File: config.mk
export PLATFORM = sky130hd
export DESIGN_NAME = divisor_seq
export DESIGN_NICKNAME = d
export VERILOG_FILES = /design/src/rtl/divisor_pkg.sv /design/src/rtl/divisor_paso.sv /design/src/rtl/divisor_seq.sv
export SDC_FILE = /design/constraint.sdc
export NUM_CORES = 1
export LEC_CHECK = 0
export ABC_AREA = 1
export BUFFER_PORTS_ARGS = -buffer_cell sky130_fd_sc_hd__buf_2
export CAP_MARGIN = 10
export CORE_ASPECT_RATIO = 0.9
export CORE_MARGIN = 2
export CORE_UTILIZATION = 52
export DETAILED_ROUTE_END_ITERATION = 6
export GPL_TIMING_DRIVEN = 0
export PLACE_DENSITY = 0.84
export SYNTH_ARGS = -nofsm -noshare
export SYNTH_HDL_FRONTEND = slang
export SYNTH_SLANG_ARGS = --single-unit
export TNS_END_PERCENT = 20
File: constraint.sdc
create_clock -name clk -period 1.6 [get_ports clk]
set_input_delay 0.16 -clock clk [delete_from_list [all_inputs] [get_ports clk]]
set_output_delay 0.16 -clock clk [all_outputs]
set_load 0.01 [all_outputs]
File: src/rtl/divisor_pkg.sv
// divisor_pkg: shared state encoding and sizing helpers for the sequential divider
package divisor_pkg;
  typedef enum logic [1:0] {IDLE, RUN, DONE} state_t;
  localparam int DEFAULT_WIDTH = 8;
  function automatic int cnt_width(input int w);
    return $clog2(w + 1);
  endfunction
  localparam int DEFAULT_CNT_W = cnt_width(DEFAULT_WIDTH);
endpackage

File: src/rtl/divisor_paso.sv
// divisor_paso: one combinational restoring-division step
module divisor_paso
  import divisor_pkg::*;
#(
  parameter int WIDTH = DEFAULT_WIDTH
) (
  input  logic [WIDTH:0]   r,
  input  logic             q_msb,
  input  logic [WIDTH-1:0] b,
  output logic [WIDTH:0]   r_nxt,
  output logic             q_bit
);
  logic [WIDTH:0] t;
  logic [WIDTH:0] bx;
  logic           unused_r_msb;
  assign unused_r_msb = r[WIDTH];
  assign t = {r[WIDTH-1:0], q_msb};
  assign bx = {1'b0, b};
  assign q_bit = t >= bx;
  assign r_nxt = q_bit ? t - bx : t;
endmodule

File: src/rtl/divisor_seq.sv
// divisor_seq: sequential unsigned restoring divider returning {remainder, quotient}
module divisor_seq
  import divisor_pkg::*;
#(
  parameter int WIDTH = DEFAULT_WIDTH
) (
  input  logic               clk,
  input  logic               rst_n,
  input  logic               start,
  input  logic [WIDTH-1:0]   A,
  input  logic [WIDTH-1:0]   B,
  output logic [2*WIDTH-1:0] C,
  output logic               busy,
  output logic               done,
  output logic               div_cero,
  output logic               cero,
  output logic               negativo
);
  localparam int CW = cnt_width(WIDTH);
  state_t           state;
  logic [WIDTH-1:0] q;
  logic [WIDTH-1:0] b_r;
  logic [WIDTH:0]   r;
  logic [WIDTH:0]   r_nxt;
  logic             q_bit;
  logic [CW-1:0]    cnt;
  divisor_paso #(.WIDTH(WIDTH)) u_paso (
    .r     (r),
    .q_msb (q[WIDTH-1]),
    .b     (b_r),
    .r_nxt (r_nxt),
    .q_bit (q_bit)
  );
  assign cero = C == '0;
  assign negativo = C[2*WIDTH-1];
  // control FSM plus quotient/remainder datapath, one quotient bit per RUN edge
  always_ff @(posedge clk) begin
    if (!rst_n) begin
      state    <= IDLE;
      q        <= '0;
      b_r      <= '0;
      r        <= '0;
      cnt      <= '0;
      C        <= '0;
      busy     <= 1'b0;
      done     <= 1'b0;
      div_cero <= 1'b0;
    end else begin
      case (state)
        IDLE: begin
          done <= 1'b0;
          if (start) begin
            busy <= 1'b1;
            if (B == '0) begin
              C        <= {A, {WIDTH{1'b1}}};
              div_cero <= 1'b1;
              done     <= 1'b1;
              state    <= DONE;
            end else begin
              q     <= A;
              b_r   <= B;
              r     <= '0;
              cnt   <= '0;
              state <= RUN;
            end
          end
        end
        RUN: begin
          q   <= {q[WIDTH-2:0], q_bit};
          r   <= r_nxt;
          cnt <= cnt + CW'(1);
          if (cnt == CW'(WIDTH - 1)) begin
            C        <= {r_nxt[WIDTH-1:0], q[WIDTH-2:0], q_bit};
            div_cero <= 1'b0;
            done     <= 1'b1;
            state    <= DONE;
          end
        end
        DONE: begin
          done  <= 1'b0;
          busy  <= 1'b0;
          state <= IDLE;
        end
        default: state <= IDLE;
      endcase
    end
  end
endmodule
-- Word-level counts from Yosys, hierarchy flattened
Cells that the tools add are included.
W data, S select, Z words.
- bits of input ports: 19
- flip-flop bits (word level): 49
- magnitude comparators: 1
- $add $sub $neg: 2
- equal/unequal tests: 7
- bitwise gates (word level): 1
- reduce and logical (&&, ||, !) cells: 12
- mux-type cells: 28
- operator list (kind ; number):
    $mux W16 ; 3
    $mux W8 ; 5
    $pmux W16 S2 ; 1
    $pmux W8 S2 ; 2
    $logic_not A16 Y1 ; 1
    $ge A9 B8 Y1 ; 1
    $logic_not A8 Y1 ; 1
    $mux W4 ; 2
    $ne A2 B2 Y1 const B ; 4
    $pmux W4 S2 ; 1
    $sub A8 B8 Y8 ; 1
    $mux W1 ; 7
    $mux W2 ; 3
    $reduce_and A2 Y1 ; 3
    $reduce_and A3 Y1 ; 2
    $add A4 B1 Y4 const B ; 1
    $eq A4 B3 Y1 const B ; 1
    $pmux W1 S2 ; 2
    $pmux W2 S2 ; 1
    $reduce_and A4 Y1 ; 1
    $reduce_bool A2 Y1 ; 2
    $pmux W1 S3 ; 1
    $reduce_bool A3 Y1 ; 1
    $eq A2 B1 Y1 const B ; 1
    other kinds (3) ; 3

-- Longest topological paths before layout
- depth after elaboration: 4
- gate-level depth with buffers: 13

-- Hierarchy
From an unflattened synthesis, not the netlist that was laid out.
- cell total of the unflattened synthesis: 490
- area total of the unflattened synthesis: 3093.0 um2
- by module, submodules not included (module ; instances ; cells each ; area an instance (um2)):
    divisor_seq ; 1 ; 357 ; 2396.0
    divisor_paso ; 1 ; 133 ; 696.9

-- Worst setup path before layout
Ideal clock, no wire load.
- kind: register -> register
- start point: register q[7]
- end point: register C[14]
- data arrival time: 1.498 ns
- period minus slack after synthesis: 1.607 ns
- setup slack: -0.007 ns
- path buffers: 0
- stages on the path, launching flop included: 12
- cells stage by stage: dfxtp_1 > inv_1 > ha_1 > fa_1 > nor2_1 > nand2_1 > nand4_1 > nand2_1 > nand3_1 > nand3_1 > nand2_1 > inv_1
- cells in the longest elaborated chain, start to end: 4
- elaborated cells on any way between the ends: 5
- those cells by class: add/sub: 1; order compare: 1; mux: 3
- RTL lines (what ; RTL line ; text):
    start: declaration ; divisor_seq.sv:21 ; logic [WIDTH-1:0] q;
    start signal: assignment ; divisor_seq.sv:69 ; q <= {q[WIDTH-2:0], q_bit};
    $sub A8 B8 Y8 or $ge A9 B8 Y1 (tied branches) ; divisor_paso.sv:20, divisor_paso.sv:19 ;
    $mux W8 (*) ; divisor_paso.sv:20 ; assign r_nxt = q_bit ? t - bx : t;
    $mux W16 (*) ; divisor_seq.sv:72 ; if (cnt == CW'(WIDTH - 1)) begin
    $pmux W16 S2 (*) ; divisor_seq.sv:49 ; case (state)
    end signal: assignment ; divisor_seq.sv:55 ; C <= {A, {WIDTH{1'b1}}};
    end signal: assignment ; divisor_seq.sv:73 ; C <= {r_nxt[WIDTH-1:0], q[WIDTH-2:0], q_bit};
    end: declaration ; divisor_seq.sv:12 ; output logic [2*WIDTH-1:0] C,
Mark *: on every way between the ends. The rest lies on a longest branch, timed or not. The select of a mux whose other input is x is not followed.
A chain may end at the register's enable or synchronous reset.

-- Worst setup path after layout
- start point: register q[7]
- end point: register r[4]
- cells in the longest elaborated chain, start to end: 3
- elaborated cells on any way between the ends: 4
- those cells by class: add/sub: 1; order compare: 1; mux: 2
- RTL lines (what ; RTL line ; text):
    $sub A8 B8 Y8 or $ge A9 B8 Y1 (tied branches) ; divisor_paso.sv:20, divisor_paso.sv:19 ;
    $mux W8 (*) ; divisor_paso.sv:20 ;
    $pmux W8 S2 (*) ; divisor_seq.sv:49 ;
    end signal: assignment ; divisor_seq.sv:70 ; r <= r_nxt;
    end: declaration ; divisor_seq.sv:23 ; logic [WIDTH:0] r;
Mark *: on every way between the ends. The rest lies on a longest branch, timed or not.

==> reports/qor.csv <==
stage,metric,value,unit
outcome,outcome,finished with violations,
outcome,failing checks,negative setup slack,
global_route,number of antenna violations at the first check in global routing,0,
critical_path,CP Launch Type,flip-flop,
floorplan,standard cell core area,5290,µm²
critical_path,worst reg2reg path depth,10,
cts,number of buffers added by the clock tree synthesis step,5,
routing,vias after detailed routing,3198,
placed_design,cell area after placement,3130,µm²
critical_path,start of the worst register-to-register path,q[7],
sta,Final Max Tran Viols,0,
cts,depth of the CTS H-tree,2,
floorplan,# rows,25,
cells_and_area,total number of nets in the final design,513,
sta,Final Critical Period,1.97,ns
sta,Final setup violation count,23,
hold_path,Worst Hold Launch,B[0],
logic_synthesis,area share of the largest cell type after synthesis,34.4,%
cts,clock slew at reported path FFs,0.09,ns
hold_path,kind of path behind the tightest hold check,in2reg,
sta,Max transition margin,62.7,%
global_route,global-route wire length before repair,12600,µm
floorplan,die extent in y,74.3,µm
global_route,GRT met3 Usage,4.37,%
critical_path,worst endpoint required time,1.86,ns
logic_synthesis,commonest register cell after synthesis,sky130_fd_sc_hd__dfxtp_1,
routing,detail-routed via count per cell,5.85,
cells_and_area,area added between synthesis and finish,35.0,%
critical_path,CP endpoint kind,flip-flop,
global_route,met2 Use GR,44.4,%
logic_synthesis,number of synthesized register bits,49,
sta,slew at the pin closest to its max-slew limit,0.559,ns
run,max cap viols,0,
logic_synthesis,"Seq/Total Area, Yosys",34.4,%
hold_path,worst hold endpoint,b_r[0],
routing,Remaining DRCs,0,
sta,final worst clock skew,0.00912,ns
critical_path,startpoint-to-endpoint class of the critical path,reg2reg,
cts,CTS tree,done,
sta,post-route fraction of the period consumed by the critical path,123,%
placed_design,count of port buffers added during placement,38,
global_route,via count of the first global-routing pass,2749,
critical_path,"critical path fanouts, max",2,
routing,DRT Pass-1 Iters,5,
logic_synthesis,"Distinct cells, synth",34,
routing,WL final,9060,µm
power_and_ir_drop,worst IR drop on VDD,0.776,mV
logic_synthesis,"count leader, synth",sky130_fd_sc_hd__nand2_1,
placed_design,detailed placer's ending HPWL,5430,µm
cts,insertion delay of the later-clocked pin in the worst-skew pair,0.31,ns
placed_design,Post-Place Cells,521,
routing,number of violations reported at the end of detailed-routing iteration 0,550,
global_route,pin count of the biggest net entering global routing,15,
logic_synthesis,most area-consuming cells after synthesis,"sky130_fd_sc_hd__dfxtp_1 34%, sky130_fd_sc_hd__nand2_1 9.6%, sky130_fd_sc_hd__inv_1 9.5%",
cells_and_area,share of post-route cells with drive strength above 1,38.5,%
cells_and_area,"number of standard cells in the layout, taps in and fillers out",547,
power_and_ir_drop,leak pwr,1.84,nW
logic_synthesis,number of nets in the synthesized netlist,449,
cts,clock root buffer master,sky130_fd_sc_hd__clkbuf_8,
critical_path,critical path data arrival time,2.23,ns
logic_synthesis,most numerous cell types in the synthesized netlist,"73 x sky130_fd_sc_hd__nand2_1, 72 x sky130_fd_sc_hd__inv_1, 49 x sky130_fd_sc_hd__dfxtp_1",
cells_and_area,area of the multi-input gates,1920,µm²
cells_and_area,antenna fix cells,0,
floorplan,initial core utilization,54.0,%
cts,Max Buffers Root-to-Sink,2,
floorplan,die area,6100,µm²
global_route,total global routing overflow,0,
logic_synthesis,cell taking the most area after synthesis,sky130_fd_sc_hd__dfxtp_1,
hold_path,number of cells traversed by the worst hold path,3,
sta,final worst slack,-0.369,ns
routing,Post-DRT Antenna Nets,0,
placed_design,final weighted congestion in routability-driven placement,0.914,
floorplan,I/O pin count,40,
cts,clock sinks,49,
critical_path,endpoint of the most critical register-to-register path,r[4],
floorplan,Die X-Extent,82.1,µm
power_and_ir_drop,pwr dens,1240,nW/µm²
cts,count of hold-fix buffers inserted at cts,0,
global_route,peak-usage layer in the global routing report,met2,
logic_synthesis,count of flip-flops with a built-in enable after synthesis,0,
sta,achievable frequency,508,MHz
cells_and_area,fill count,379,
logic_synthesis,synthesized area,2850,µm²
logic_synthesis,share of flip-flops with an asynchronous set or reset after synthesis,0,%
global_route,met1 usage,36.1,%
global_route,overall global routing resource usage,27.2,%
cells_and_area,area of all placed cells without fillers,3850,µm²
logic_synthesis,cells after synthesis,416,
routing,WL/cell,16.6,µm
sta,unrepaired setup endpoints after global routing,yes,
critical_path,flop-to-flop setup slack,-0.37,ns
logic_synthesis,number of warning messages in the yosys log,0,
power_and_ir_drop,Power Total,0.00479,W
cells_and_area,sequential cell area,1000,µm²
sta,final hold viol count,0,
logic_synthesis,average cell area after synthesis,6.86,µm²
placed cells by master (no fill, tap or decap), types with 6 or more instances in the layout:
master / count
sky130_fd_sc_hd__inv_1: 59
sky130_fd_sc_hd__dfxtp_2: 15
sky130_fd_sc_hd__nand4_1: 12
sky130_fd_sc_hd__nand3_2: 17
sky130_fd_sc_hd__nand2_4: 6
sky130_fd_sc_hd__nand3_1: 13
sky130_fd_sc_hd__nand2_1: 57
sky130_fd_sc_hd__nor2_4: 7
sky130_fd_sc_hd__o21ai_0: 33
sky130_fd_sc_hd__a31oi_1: 8
sky130_fd_sc_hd__buf_4: 18
sky130_fd_sc_hd__dfxtp_1: 33
sky130_fd_sc_hd__inv_2: 12
sky130_fd_sc_hd__ha_4: 9
sky130_fd_sc_hd__nand2_2: 14
sky130_fd_sc_hd__nor2_2: 6
sky130_fd_sc_hd__o21ai_1: 7
sky130_fd_sc_hd__a21oi_1: 28
sky130_fd_sc_hd__buf_2: 41
sky130_fd_sc_hd__nor3_1: 7
sky130_fd_sc_hd__nor2_1: 24
worst max-delay path by stage:
| stage | from | end | slack, ns | cells past startpoint |
|---|---|---|---|---|
| 6_report | q[7] | r[4] | -0.37 | 10 |
| 5_1_grt | state[1] | q[7] | -0.39 | 6 |
| 4_1_cts | q[7] | C[14] | -0.07 | 12 |
| 3_5_place_dp | b_r[6] | C[9] | -0.31 | 10 |
| 3_3_place_gp | b_r[6] | C[8] | -0.25 | 10 |
| 2_1_floorplan | q[7] | C[14] | 0.008 | 11 |
worst max-delay path, cell delays in order (launching register included):
cell and delay [ns]:
sky130_fd_sc_hd__dfxtp_2 0.37, sky130_fd_sc_hd__inv_2 0.05, sky130_fd_sc_hd__ha_4 0.16, sky130_fd_sc_hd__fa_2 0.41, sky130_fd_sc_hd__nor2_4 0.13, sky130_fd_sc_hd__nor2_2 0.06
sky130_fd_sc_hd__xnor2_1 0.30, sky130_fd_sc_hd__nand3_1 0.20, sky130_fd_sc_hd__nand3_1 0.12, sky130_fd_sc_hd__nand2_1 0.07, sky130_fd_sc_hd__inv_1 0.05
registers in the layout, indices dropped and copies added, names as in the netlist:
name      flops
C            16
b_r           8
q             8
r             8
cnt           4
state         2
busy          1
div_cero      1
done          1
timing repair:
action	CTS	global route
pin swaps	19	23
gates cloned	1	0
gates resized for setup	66	63
endpoints found under the setup margin	28	37
setup buffers	9	9
kinds of logic (layout without fill, tap and decap cells):
| family | Yosys count | in the layout | share of synthesized area, % |
|---|---|---|---|
| simple gates | 176 | 177 | 29.3 |
| flops | 49 | 49 | 34.4 |
| buf+inv | 90 | 153 | 13.2 |
| xor+xnor | 4 | 4 | 1.23 |
| compound gates | 83 | 83 | 15.5 |
| fa+ha+maj | 14 | 14 | 6.40 |
layout make-up:
| cell class | count | area share (%) |
|---|---|---|
| clock inverters | 2 | 0.909 |
| clock buffers | 5 | 1.79 |
| inverters | 74 | 7.34 |
| repair buffers | 56 | 8.86 |
| well taps | 67 | 2.18 |
| flip-flops and latches | 49 | 26.0 |
| multi-input cells | 278 | 49.8 |
| plain buffers | 16 | 3.05 |
layer usage:
layer	share of wire, %	wire, µm	vias up
li1	-	-	1480
met1	40	3590	1456
met4	5.1	461	0
met3	8.6	783	54
met5	0	0	-
met2	47	4220	208
per-stage QoR:
stage               utilization [%]  setup slack, ns  hold slack [ns]  setup TNS (ns)
global route                   72.9           -0.388            0.115           -4.65
global placement               59.2           -0.251            0.411           -3.54
CTS                            67.4          -0.0715            0.105          -0.428
finish                         72.9           -0.369            0.102           -2.63
floorplan                         -          0.00802            0.295               0
detailed placement             59.2           -0.315            0.414           -5.00
power breakdown:
| part | switching, W | internal [W] | total, W |
|---|---|---|---|
| registers | 0.000122 | 0.00137 | 0.00149 |
| logic | 0.00145 | 0.000961 | 0.00241 |
| clock network | 0.000426 | 0.000455 | 0.000881 |
Note: power is estimated with default switching activity, not from simulation.
